`src/rtl/mul_div_pkg.sv`:
```
// Shared types and helpers for the iterative multiply/divide unit.
package mul_div_pkg;

    typedef enum logic [1:0] {
        IDLE = 2'd0,
        RUN  = 2'd1,
        FIX  = 2'd2,
        DONE = 2'd3
    } state_t;

    typedef enum logic {
        OP_MUL = 1'b0,
        OP_DIV = 1'b1
    } op_t;

    // Bits needed for an iteration counter that runs from width-1 down to 0.
    function automatic int cnt_width(input int width);
        return (width > 1) ? $clog2(width) : 1;
    endfunction

endpackage

```
`src/rtl/mul_div_addsub.sv`:
```
// N-bit adder/subtractor with carry-out; subtract computes a + ~b + 1.
module mul_div_addsub #(
    parameter int N = 33
) (
    input  logic [N-1:0] i_a,
    input  logic [N-1:0] i_b,
    input  logic         i_sub,
    output logic [N-1:0] o_sum,
    output logic         o_cout
);

    logic [N:0] w_full;

    assign w_full = {1'b0, i_a} + {1'b0, (i_sub ? ~i_b : i_b)} + {{N{1'b0}}, i_sub};
    assign o_sum  = w_full[N-1:0];
    assign o_cout = w_full[N];

endmodule

```
`src/rtl/mul_div_iter.sv`:
```
// Iterative shift-add multiplier / restoring divider, one bit per clock,
// operating on magnitudes with a final sign-correction cycle.
module mul_div_iter
    import mul_div_pkg::*;
#(
    parameter int WIDTH = 32
) (
    input  logic             clock,
    input  logic             reset,
    input  logic [WIDTH-1:0] data_operandA,
    input  logic [WIDTH-1:0] data_operandB,
    input  logic             ctrl_MULT,
    input  logic             ctrl_DIV,
    input  logic             ctrl_SIGNED,
    output logic             data_inputRDY,
    output logic             data_resultRDY,
    output logic [WIDTH-1:0] data_result,
    output logic [WIDTH-1:0] data_resultHI,
    output logic             data_resultOP,
    output logic             data_exception
);

    localparam int            CW       = cnt_width(WIDTH);
    localparam logic [CW-1:0] CNT_LAST = CW'(WIDTH - 1);

    state_t           r_state, w_next;
    op_t              r_op, r_res_op;
    logic             r_sign_a, r_sign_b, r_exc;
    logic [WIDTH-1:0] r_b, r_hi, r_lo, r_res, r_res_hi;
    logic [CW-1:0]    r_cnt;

    logic             w_start, w_div0, w_sign_a, w_sign_b, w_neg;
    logic [WIDTH-1:0] w_mag_a, w_mag_b, w_fix_lo, w_fix_hi;
    logic [WIDTH:0]   w_lo_a, w_lo_b, w_lo_sum, w_hi_b, w_hi_sum;
    logic             w_lo_sub, w_lo_cout, w_hi_cout, w_unused;

    assign data_inputRDY  = (r_state == IDLE) || (r_state == DONE);
    assign data_resultRDY = (r_state == DONE);
    assign data_result    = r_res;
    assign data_resultHI  = r_res_hi;
    assign data_resultOP  = r_res_op;
    assign data_exception = r_exc;

    assign w_start = data_inputRDY && (ctrl_MULT ^ ctrl_DIV);
    assign w_div0  = ctrl_DIV && (data_operandB == '0);

    // While idle the shared adders negate the raw operands for magnitude capture.
    // NOTE: every always_comb output gets a default first so no latch is inferred.
    always_comb begin
        w_lo_a   = '0;
        w_lo_b   = {1'b0, data_operandA};
        w_lo_sub = 1'b1;
        if (r_state == RUN) begin
            w_lo_b = {1'b0, r_b};
            if (r_op == OP_DIV) begin
                w_lo_a = {r_hi, r_lo[WIDTH-1]};
            end else begin
                w_lo_a   = {1'b0, r_hi};
                w_lo_sub = 1'b0;
            end
        end else if (r_state == FIX) begin
            w_lo_b = {1'b0, r_lo};
        end
    end

    assign w_hi_b = data_inputRDY ? {1'b0, data_operandB} : {1'b0, r_hi};

    mul_div_addsub #(.N(WIDTH + 1)) u_addsub_lo (
        .i_a    (w_lo_a),
        .i_b    (w_lo_b),
        .i_sub  (w_lo_sub),
        .o_sum  (w_lo_sum),
        .o_cout (w_lo_cout)
    );

    mul_div_addsub #(.N(WIDTH + 1)) u_addsub_hi (
        .i_a    ('0),
        .i_b    (w_hi_b),
        .i_sub  (1'b1),
        .o_sum  (w_hi_sum),
        .o_cout (w_hi_cout)
    );

    assign w_unused = w_hi_cout ^ w_hi_sum[WIDTH];

    assign w_sign_a = ctrl_SIGNED & data_operandA[WIDTH-1];
    assign w_sign_b = ctrl_SIGNED & data_operandB[WIDTH-1];
    assign w_mag_a  = w_sign_a ? w_lo_sum[WIDTH-1:0] : data_operandA;
    assign w_mag_b  = w_sign_b ? w_hi_sum[WIDTH-1:0] : data_operandB;

    // A 2W negation borrows into the high half only when the low half is zero.
    always_comb begin
        w_neg    = r_sign_a ^ r_sign_b;
        w_fix_lo = w_neg ? w_lo_sum[WIDTH-1:0] : r_lo;
        w_fix_hi = r_hi;
        if (r_op == OP_DIV) begin
            if (r_sign_a) w_fix_hi = w_hi_sum[WIDTH-1:0];
        end else if (w_neg) begin
            w_fix_hi = w_lo_cout ? w_hi_sum[WIDTH-1:0] : ~r_hi;
        end
    end

    // NOTE: sequential state uses non-blocking assignments so all registers update together.
    always_ff @(posedge clock or posedge reset) begin
        if (reset) r_state <= IDLE;
        else       r_state <= w_next;
    end

    always_comb begin
        w_next = r_state;
        case (r_state)
            IDLE, DONE: begin
                if (w_start)               w_next = w_div0 ? DONE : RUN;
                else if (r_state == DONE)  w_next = IDLE;
            end
            RUN:     if (r_cnt == '0) w_next = FIX;
            FIX:     w_next = DONE;
            default: w_next = IDLE;
        endcase
    end

    always_ff @(posedge clock or posedge reset) begin
        if (reset) begin
            r_op     <= OP_MUL;
            r_sign_a <= 1'b0;
            r_sign_b <= 1'b0;
            r_b      <= '0;
            r_hi     <= '0;
            r_lo     <= '0;
            r_cnt    <= '0;
            r_res    <= '0;
            r_res_hi <= '0;
            r_res_op <= OP_MUL;
            r_exc    <= 1'b0;
        end else begin
            case (r_state)
                IDLE, DONE: begin
                    if (w_start) begin
                        r_sign_a <= w_sign_a;
                        r_sign_b <= w_sign_b;
                        r_op     <= ctrl_DIV ? OP_DIV : OP_MUL;
                        r_cnt    <= CNT_LAST;
                        r_hi     <= '0;
                        r_lo     <= ctrl_DIV ? w_mag_a : w_mag_b;
                        r_b      <= ctrl_DIV ? w_mag_b : w_mag_a;
                        if (w_div0) begin
                            r_res    <= '1;
                            r_res_hi <= data_operandA;
                            r_res_op <= OP_DIV;
                            r_exc    <= 1'b1;
                        end
                    end
                end
                RUN: begin
                    r_cnt <= r_cnt - 1'b1;
                    if (r_op == OP_DIV) begin
                        r_hi <= w_lo_cout ? w_lo_sum[WIDTH-1:0] : {r_hi[WIDTH-2:0], r_lo[WIDTH-1]};
                        r_lo <= {r_lo[WIDTH-2:0], w_lo_cout};
                    end else if (r_lo[0]) begin
                        {r_hi, r_lo} <= {w_lo_sum, r_lo[WIDTH-1:1]};
                    end else begin
                        {r_hi, r_lo} <= {1'b0, r_hi, r_lo[WIDTH-1:1]};
                    end
                end
                FIX: begin
                    r_res    <= w_fix_lo;
                    r_res_hi <= w_fix_hi;
                    r_res_op <= r_op;
                    r_exc    <= 1'b0;
                end
                default: ;
            endcase
        end
    end

endmodule
```
`config.mk`:
```
export PLATFORM = sky130hd
export DESIGN_NAME = mul_div_iter
export DESIGN_NICKNAME = d
export VERILOG_FILES = /design/src/rtl/mul_div_pkg.sv /design/src/rtl/mul_div_addsub.sv /design/src/rtl/mul_div_iter.sv
export SDC_FILE = /design/constraint.sdc
export NUM_CORES = 1
export LEC_CHECK = 0
export CAP_MARGIN = 25
export CELL_PAD_IN_SITES_DETAIL_PLACEMENT = 2
export CELL_PAD_IN_SITES_GLOBAL_PLACEMENT = 2
export CORE_MARGIN = 10
export CORE_UTILIZATION = 35
export CTS_BUF_LIST = sky130_fd_sc_hd__clkbuf_4 sky130_fd_sc_hd__clkbuf_8 sky130_fd_sc_hd__clkbuf_16
export DETAILED_ROUTE_END_ITERATION = 8
export PLACE_DENSITY = 0.8
export SLEW_MARGIN = 20
export SYNTH_ARGS = -nofsm -noshare
export SYNTH_HDL_FRONTEND = slang
export SYNTH_SLANG_ARGS = --single-unit
export TNS_END_PERCENT = 100
```
`constraint.sdc`:
```
create_clock -name clock -period 7.65 [get_ports clock]
set_clock_uncertainty 0.2 [all_clocks]
set_input_delay 1.53 -clock clock [delete_from_list [all_inputs] [get_ports clock]]
set_output_delay 1.53 -clock clock [all_outputs]
set_load 0.01 [all_outputs]
```
==> impl_metrics.json, run 1 <==
{
  "pin_count": 137,
  "path_class": "primary input to flop",
  "grt_pass1_wl_mm": 131,
  "viasPerCell": 6.61,
  "relSlewSlack": 0.321,
  "status": "complete, no violations",
  "crit_chain": "clkdlybuf4s50_1 -> nor2b_1 -> a21oi_1 -> o21ai_0 -> xnor2_1 -> ha_1 -> nand4_1 -> nor3_1 -> nand2_1 -> a211oi_2 -> o21a_2 -> buf_12 -> mux2_2 -> a21oi_1 -> o21ai_0",
  "cp_slowest_stage_delay_ps": 800,
  "async_flop_share": 1.00,
  "worstSetupStartpointType": "primary input",
  "hold_class": "flop to flop",
  "grt_usage": 0.303,
  "die_x_um": 238,
  "grt_max_degree": 118,
  "clock-root-buffer": "clkbuf_16",
  "wl_met1_mm": 40.0,
  "pre_cts_ws_ps": 1120,
  "synth_cells": 2210,
  "portBuffers": 136,
  "top_layer": "met4",
  "syn_area_um2": 16600,
  "start_util": 0.356,
  "powerDensity_nw_per_um2": 567,
  "drtAntennaViolNets": 0,
  "worst_skew_pair.late_latency_ps": 480,
  "place_hpwl_mm": 64.8,
  "layout.nets": 2333,
  "die_area_um2": 56600,
  "tightest_slew_ps": 1020,
  "cp_data_arrival_time_ps": 6350,
  "seq_area_frac_synth": 0.259,
  "first_global_vias": 19500,
  "gp_congestion": 0.927,
  "slew_violations": 0,
  "drc": 0,
  "ys_types": 89,
  "die_y_um": 238,
  "cts_buffer_depth": 2,
  "setup_tns_ps": 0,
  "cts_buffers": 17,
  "drtIter0Drc": 2097,
  "post-cts-setup-buffers": 0,
  "synth_edf_count": 0,
  "hold_violations": 0,
  "antenna_found_initial": 1,
  "num_vias": 18800,
  "synth.avg_cell_area_um2": 7.53,
  "drive_above_1_share": 0.0671,
  "overflow": 0,
  "critPathCaptureType": "flop",
  "cp_slowest_cell": "o21a_2",
  "cp_max_fo": 29,
  "clkTransAtPathRegs_ps": 80,
  "setup_slack_ps": 1430,
  "htreeDepth": 4,
  "final_cell_area_um2": 19000,
  "maxCapViolations": 0,
  "syn2layout_area_growth_pct": 14.5,
  "max_freq_ghz": 0.161,
  "synth_fp_nets": 2319,
  "cts_hold_buf": 0,
  "vdd_drop_max_v": 0.000303,
  "post_dp_cell_area_um2": 18400,
  "avgRoutedWirePerCell_um": 30.9,
  "core_um2": 46800,
  "rows": 79,
  "ys.flop_type": "dfrtp_1",
  "period_share": 0.813,
  "crit_required_ps": 7770,
  "clock-sinks": 172,
  "drt-total-wl_mm": 87.9,
  "cts_tree": "done",
  "wl_met3_mm": 7.20,
  "leakagePower_uw": 0.00742,
  "dr.pass1.iters": 6,
  "synth-seq-cells": 172,
  "ys_warn_count": 0,
  "wl_met2_mm": 38.4,
  "rsz0062_at_grt": "false",
  "hold_slack_ps": 281,
  "final.min_clock_period_ps": 6220,
  "post_cts_resized": 0,
  "finalSetupViolCount": 0
}
cell families after synthesis:
family / after synthesis / synth area share
flops: 172 / 0.259
fa+ha+maj: 40 / 0.0305
simple gates: 751 / 0.210
mux: 172 / 0.105
compound gates: 767 / 0.296
buf+inv: 223 / 0.0548
xor+xnor: 85 / 0.0448
metrics by stage:
| step | std cells | total power [uW] | utilization |
|---|---|---|---|
| after floorplan | 2210 | 6650 | - |
| after global placement | 2811 | 9260 | 0.394 |
| after detailed placement | 2811 | 9550 | 0.394 |
| after CTS | 2842 | 10600 | 0.407 |
| after global routing | 2843 | 11400 | 0.407 |
| final | 2844 | 10800 | 0.407 |
where the power goes:
| group | switching [uW] | internal [uW] |
|---|---|---|
| registers | 574 | 1280 |
| clock network | 464 | 488 |
| logic | 5350 | 2640 |
path summary, 6_finish.rpt:
| path | startpoint | endpoint | slack (ps) | cells after the start |
|---|---|---|---|---|
| worst max-delay path | data_operandA[25] | r_hi[12] | 1430 | 15 |
| worst min-delay path | r_cnt[4] | r_cnt[4] | 280 | 1 |
| worst max register to register | r_state[0] | r_hi[12] | 1590 | 17 |
| worst min register to register | r_cnt[4] | r_cnt[4] | 280 | 1 |
| max in group asynchronous | reset | data_result[23] | 4350 | 3 |
| min in group asynchronous | reset | data_resultHI[5] | 1390 | 2 |
layer usage:
metal,vias up,track usage
met5,-,0
met4,0,0.0975
met3,139,0.0641
met2,777,0.460
met1,9738,0.420
li1,8141,-
synth_stat cells (all sizes together) (23+ instances only):
| cell type | instances | area, um2 |
|---|---|---|
| nand2 | 277 | 1040 |
| a21oi | 241 | 1210 |
| nor2 | 212 | 796 |
| dfrtp | 172 | 4300 |
| o21ai | 171 | 856 |
| mux2i | 152 | 1530 |
| clkbuf | 146 | 551 |
| xnor2 | 54 | 473 |
| nor3 | 52 | 272 |
| buf | 46 | 245 |
| a31oi | 40 | 250 |
| ha | 39 | 488 |
| o22ai | 39 | 244 |
| nand3 | 34 | 170 |
| o211ai | 31 | 233 |
| xor2 | 31 | 272 |
| inv | 29 | 109 |
| a211oi | 26 | 210 |
| nand2b | 26 | 163 |
| nor2b | 25 | 156 |
| a221o | 23 | 230 |
placed cells by master (no fill, tap or decap), types with 25 or more instances in the layout:
| cell | synthesis | final |
|---|---|---|
| nand2b_1 | 26 | 25 |
| mux2i_1 | 151 | 151 |
| o22ai_1 | 39 | 39 |
| o211ai_1 | 31 | 31 |
| a31oi_1 | 40 | 40 |
| inv_1 | 28 | 27 |
| nor2_1 | 212 | 208 |
| o21ai_0 | 161 | 161 |
| ha_1 | 39 | 37 |
| xor2_1 | 31 | 31 |
| clkdlybuf4s50_1 | 0 | 136 |
| nand2_1 | 277 | 277 |
| a21oi_1 | 239 | 239 |
| buf_4 | 1 | 49 |
| nand3_1 | 34 | 34 |
| dfrtp_1 | 172 | 171 |
| nor3_1 | 51 | 50 |
| xnor2_1 | 54 | 54 |
worst max-delay path, delay by kind of cell:
kind	cells	cell delay, ps
multiplexers	1	360
adder cells (fa/ha/maj)	1	480
AND/OR/NAND/NOR	4	1070
AO/OA/AOI/OAI	6	1940
buffers and inverters	2	800
XOR/XNOR	1	140
layout make-up:
| cell class | instances | area, um2 |
|---|---|---|
| Clock buffer | 17 | 425 |
| Clock inverter | 14 | 160 |
| Sequential cell | 172 | 4310 |
| Timing Repair Buffer | 187 | 1760 |
| Fill cell | 5378 | 27700 |
| Inverter | 31 | 124 |
| Antenna cell | 1 | 2.50 |
| Tap cell | 607 | 759 |
| Multi-Input combinational cell | 1815 | 11500 |
sequential cells by signal, summed over array words and instances (netlist names), 2 cells and up:
name and count:
r_state 2, r_b 32, r_cnt 5, r_hi 32, data_result 32, r_lo 32, data_resultHI 32
Power figures use the tool's default switching activity.
==> run 2, diff against run 1 <==
Clock period 7.65 ns to 6.05 ns, I/O delays scaled along.
==> run 2 against run 1 <==
  * Die area stayed put
  * Global-route usage grew 0.93 points
  * Largest cell class unchanged
  * Worst setup slack worse by 1000 ps
  * Highest routed layer unchanged
  * First-iteration DRC count grew 12%
  * Sequential share of layout area fell by 0.41 points
  * Cell count grew 1.4%
  * Critical endpoint is now r_hi[6]
  * Register-to-register slack worse by 880 ps
  * Sequential cell count stayed put
  * Non-clock buffer count up 40
==> impl_metrics.json, run 2 (synthesis results as in run 1) <==
{
  "status": "complete, no violations",
  "finalSetupViolCount": 0,
  "rows": 79,
  "clkPwrFrac": 0.086,
  "cts_buffers": 17,
  "first_global_vias": 20000,
  "drc": 0,
  "cp_slowest_stage_delay_ps": 560,
  "gp_congestion": 0.936,
  "die_x_um": 238,
  "drtIter0Drc": 2346,
  "drt-total-wl_mm": 90.5,
  "start_util": 0.356,
  "post-cts-setup-buffers": 0,
  "comb_power_share": 0.745,
  "dr.pass1.iters": 5,
  "relSlewSlack": 0.262,
  "final.min_clock_period_ps": 5630,
  "grt_max_degree": 93,
  "sequentialPowerShare": 0.169,
  "hold_class": "flop to flop",
  "powerDensity_nw_per_um2": 726,
  "vdd_drop_max_v": 0.000314,
  "cp_num_cells": 15,
  "rsz0062_at_grt": "false",
  "crit_chain": "clkdlybuf4s50_1 -> nor2b_1 -> a21oi_1 -> o21ai_0 -> xnor2_1 -> ha_1 -> nand4_1 -> nor3_1 -> nand2_1 -> a211oi_2 -> o21a_2 -> buf_4 -> mux2_2 -> a21oi_1 -> o21ai_0",
  "pin_count": 137,
  "fin_util": 0.415,
  "overflow": 0,
  "grt_pass1_wl_mm": 135,
  "grt_usage": 0.312,
  "critPathLaunch": "data_operandA[21]",
  "worst_skew_pair.late_latency_ps": 480,
  "clock-root-buffer": "clkbuf_16",
  "htreeDepth": 4,
  "cts_hold_buf": 0,
  "cp_max_fo": 16,
  "r2r_slack_ps": 710,
  "syn2layout_area_growth_pct": 16.6,
  "setup_slack_ps": 420,
  "post_dp_cell_area_um2": 18800,
  "die_y_um": 238,
  "max_freq_ghz": 0.178,
  "tightest_slew_ps": 1110,
  "maxCapViolations": 0,
  "final_cell_mix": "nand2_1 (277), a21oi_1 (239), nor2_1 (210)",
  "path_buf_inv": 2,
  "wl_met1_mm": 40.1,
  "portBuffers": 136,
  "period_share": 0.931,
  "drive_above_1_share": 0.0830,
  "clock-sinks": 172,
  "leakagePower_uw": 0.00762,
  "wl_met2_mm": 39.2,
  "cts_tree": "done",
  "avgRoutedWirePerCell_um": 31.4,
  "reg2reg_from": "r_state[0]",
  "die_area_um2": 56600,
  "worstSetupStartpointType": "primary input",
  "rr_worst_depth": 17,
  "cpLargestDelayFamily": "compound AO/OA/AOI/OAI gates",
  "fillerInstances": 5422,
  "clkTransAtPathRegs_ps": 80,
  "drtAntennaViolNets": 0,
  "reg2reg_to": "r_hi[6]",
  "final_cell_area_um2": 19400,
  "setup_tns_ps": 0,
  "slew_violations": 0,
  "num_vias": 19300,
  "swShare": 0.588,
  "p_switching_uw": 8290,
  "top_layer": "met4",
  "path_class": "primary input to flop",
  "place_hpwl_mm": 66.9,
  "core_um2": 46800,
  "hold_violations": 0,
  "internal_power_uw": 5800,
  "crit_required_ps": 6170,
  "critPathCaptureType": "flop",
  "viasPerCell": 6.68,
  "layout.nets": 2373,
  "cts_buffer_depth": 2,
  "cp_slowest_cell": "clkdlybuf4s50_1",
  "antenna_found_initial": 0,
  "pre_cts_ws_ps": 92.7,
  "endpoint": "r_hi[6]",
  "cp_data_arrival_time_ps": 5750,
  "post_cts_resized": 0,
  "num_antenna_cells": 0,
  "mostFrequentLayoutCell": "nand2_1",
  "wl_met3_mm": 8.13
}
-- run 2: area by class of cell --
type	instances	area, um2	area share
multi-input cells	1815	11500	0.592
repair buffers	227	2120	0.109
flip-flops and latches	172	4310	0.222
clock inverters	14	161	0.00832
inverters	31	120	0.00619
well taps	607	759	0.0392
clock buffers	18	439	0.0226
-- run 2: metrics by stage --
stage,hold slack (ps),cells,power [uW]
CTS,286,2884,13800
global placement,258,2852,12100
detailed placement,276,2852,12400
finish,282,2884,14100
floorplan,241,2210,8410
global route,330,2884,14800
-- run 2: how the worst min path moves through the flow --
stage,from,end,slack [ps],depth (start not counted)
4_1_cts,r_cnt[4],r_cnt[4],290,1
3_3_place_gp,r_cnt[4],r_cnt[4],260,1
2_1_floorplan,r_cnt[4],r_cnt[4],240,1
3_5_place_dp,r_cnt[4],r_cnt[4],280,1
5_1_grt,data_resultHI[27],data_resultHI[27],330,1
6_report,r_cnt[4],r_cnt[4],280,1
-- run 2: power groups by stage --
stage          clock network, uW  registers (uW)  logic (uW)
2_1_floorplan                  0            1980        6430
3_3_place_gp                   0            2310        9740
3_5_place_dp                   0            2330       10100
4_1_cts                     1220            2320       10200
5_1_grt                     1270            2410       11200
6_report                    1220            2370       10500
-- run 2: metal layers --
metal,track usage,vias up
met5,0,-
met4,0.111,0
met3,0.0657,175
met2,0.470,994
met1,0.433,9890
li1,-,8209
==> run 3, diff against run 2 <==
==> constraint.sdc (replaced) <==
create_clock -name clock -period 5.2 [get_ports clock]
set_clock_uncertainty 0.2 [all_clocks]
set_input_delay 0.52 -clock clock [delete_from_list [all_inputs] [get_ports clock]]
set_output_delay 0.52 -clock clock [all_outputs]
set_load 0.01 [all_outputs]
==> run 3 against run 2 <==
  * Sequential power rose by 10%
  * Cell count rose by 1.5%
  * Clock power rose by 20%
  * Worst hold slack improved by 6.6 ps
  * Wire length rose by 3.4%
  * Register-to-register slack got worse by 570 ps
  * Die area did not move
  * Non-clock buffer count rose by 43
  * Critical path depth rose by 3
  * Sequential share of layout area fell by 0.50 points
  * Via count rose by 1.0%
  * Worst setup slack got worse by 280 ps
==> impl_metrics.json, run 3 (synthesis results as in run 1) <==
{
  "status": "complete, no violations",
  "die_y_um": 238,
  "cp_max_fo": 55,
  "num_vias": 19500,
  "drt-total-wl_mm": 93.6,
  "tightest_slew_ps": 1110,
  "mostFrequentLayoutCell": "nand2_1",
  "cts_buffer_depth": 2,
  "leakagePower_uw": 0.00788,
  "start_util": 0.356,
  "worstSetupStartpointType": "flop",
  "vdd_drop_max_v": 0.000371,
  "drtAntennaViolNets": 0,
  "worst_skew_pair.late_latency_ps": 490,
  "max_freq_ghz": 0.198,
  "drc": 0,
  "die_x_um": 238,
  "path_class": "flop to flop",
  "use_met2": 0.490,
  "setup_tns_ps": 0,
  "period_share": 0.972,
  "htreeDepth": 4,
  "gp_congestion": 0.919,
  "fillerInstances": 5335,
  "gr-usage-met3": 0.0764,
  "grt_use_met1": 0.434,
  "dr.pass1.iters": 5,
  "hold_class": "flop to flop",
  "power.total_uw": 16900,
  "setup_slack_ps": 144,
  "avgRoutedWirePerCell_um": 32.0,
  "clock-sinks": 172,
  "grt_pass1_wl_mm": 139,
  "overflow": 0,
  "slew_violations": 0,
  "antenna_found_initial": 1,
  "core_um2": 46800,
  "finalSetupViolCount": 0,
  "grt_max_degree": 89,
  "maxCapViolations": 0,
  "pre_cts_ws_ps": 35.6,
  "hold_violations": 0,
  "grt_busiest_layer": "met2",
  "cp_data_arrival_time_ps": 5200,
  "layout.nets": 2416,
  "clock-root-buffer": "clkbuf_16",
  "cts_buffers": 17,
  "first_global_vias": 20500,
  "final_cell_mix": "nand2_1 (277), a21oi_1 (237), nor2_1 (208)",
  "portBuffers": 136,
  "relSlewSlack": 0.261,
  "critPathCaptureType": "flop",
  "drtIter0Drc": 1868,
  "cts_tree": "done",
  "place_hpwl_mm": 69.0,
  "viasPerCell": 6.65,
  "rows": 79,
  "grt_usage": 0.322,
  "syn2layout_area_growth_pct": 19.3,
  "powerDensity_nw_per_um2": 853,
  "drive_above_1_share": 0.104,
  "pin_count": 137,
  "final.min_clock_period_ps": 5060,
  "crit_required_ps": 5340,
  "clkTransAtPathRegs_ps": 70,
  "die_area_um2": 56600,
  "cts_hold_buf": 0
}
run 3: cell types whose count changed in the layout (fill, tap and decap cells not counted), sizes merged:
cell,delta
buf,+43
diode,+1
clkbuf,+4
inv,-5
bufinv,+1
run 3: per-layer routing:
| layer | vias to the layer above | wire [um] |
|---|---|---|
| met3 | 158 | 9050 |
| met2 | 920 | 41100 |
| li1 | 8278 | - |
| met5 | - | 8 |
| met4 | 2 | 3100 |
| met1 | 10100 | 40300 |
run 3: critical path, stage by stage, from the launching register on:
cell	delay, ps
dfrtp_1	430
inv_1	100
ha_4	190
buf_16	210
nor2b_1	440
a21oi_1	70
o21ai_0	320
xnor2_1	120
ha_1	320
nand4_1	150
nor3_1	90
a221o_1	360
or4_1	570
o21ai_4	270
buf_4	210
buf_4	270
o21ai_0	130
a21oi_1	240
o22ai_1	120
run 3: layout make-up:
type	count	area, um2	area share
clock inverter	10	139	0.00700
clock buffer	22	482	0.0243
antenna	1	2.50	0.000126
timing repair buffer	270	2500	0.126
multi-input combinational	1815	11500	0.581
sequential	172	4310	0.217
inverter	31	124	0.00624
tap	607	759	0.0383
run 3: what timing repair did:
item                       CTS  global route
setup buffers                0             0
resized for setup            0            13
setup endpoints to repair    0            42
run 3: stage by stage:
| stage | std cells | area [um2] | utilization | hold WS [ps] |
|---|---|---|---|---|
| after detailed placement | 2894 | 19100 | 0.410 | 275 |
| after CTS | 2926 | 19800 | 0.423 | 287 |
| after floorplan | 2210 | 16600 | - | 241 |
| final | 2928 | 19800 | 0.424 | 289 |
| after global routing | 2927 | 19800 | 0.424 | 321 |
| after global placement | 2893 | 19100 | 0.409 | 258 |
run 3: final timing paths:
path	from	to	slack, ps	cells after the start
setup / recovery	r_state[0]	data_resultHI[3]	140	18
max in group asynchronous	reset	r_lo[22]	3900	3
min in group asynchronous	reset	data_resultHI[2]	350	3
hold / removal	r_cnt[4]	r_cnt[4]	290	1
hold reg to reg	r_cnt[4]	r_cnt[4]	290	1
setup reg to reg	r_state[0]	data_resultHI[3]	140	18
run 3: power breakdown:
part	leakage (uW)	switching [uW]	internal (uW)
clock	0.000295	660	804
combinational	0.00554	8470	4380
sequential	0.00204	726	1880
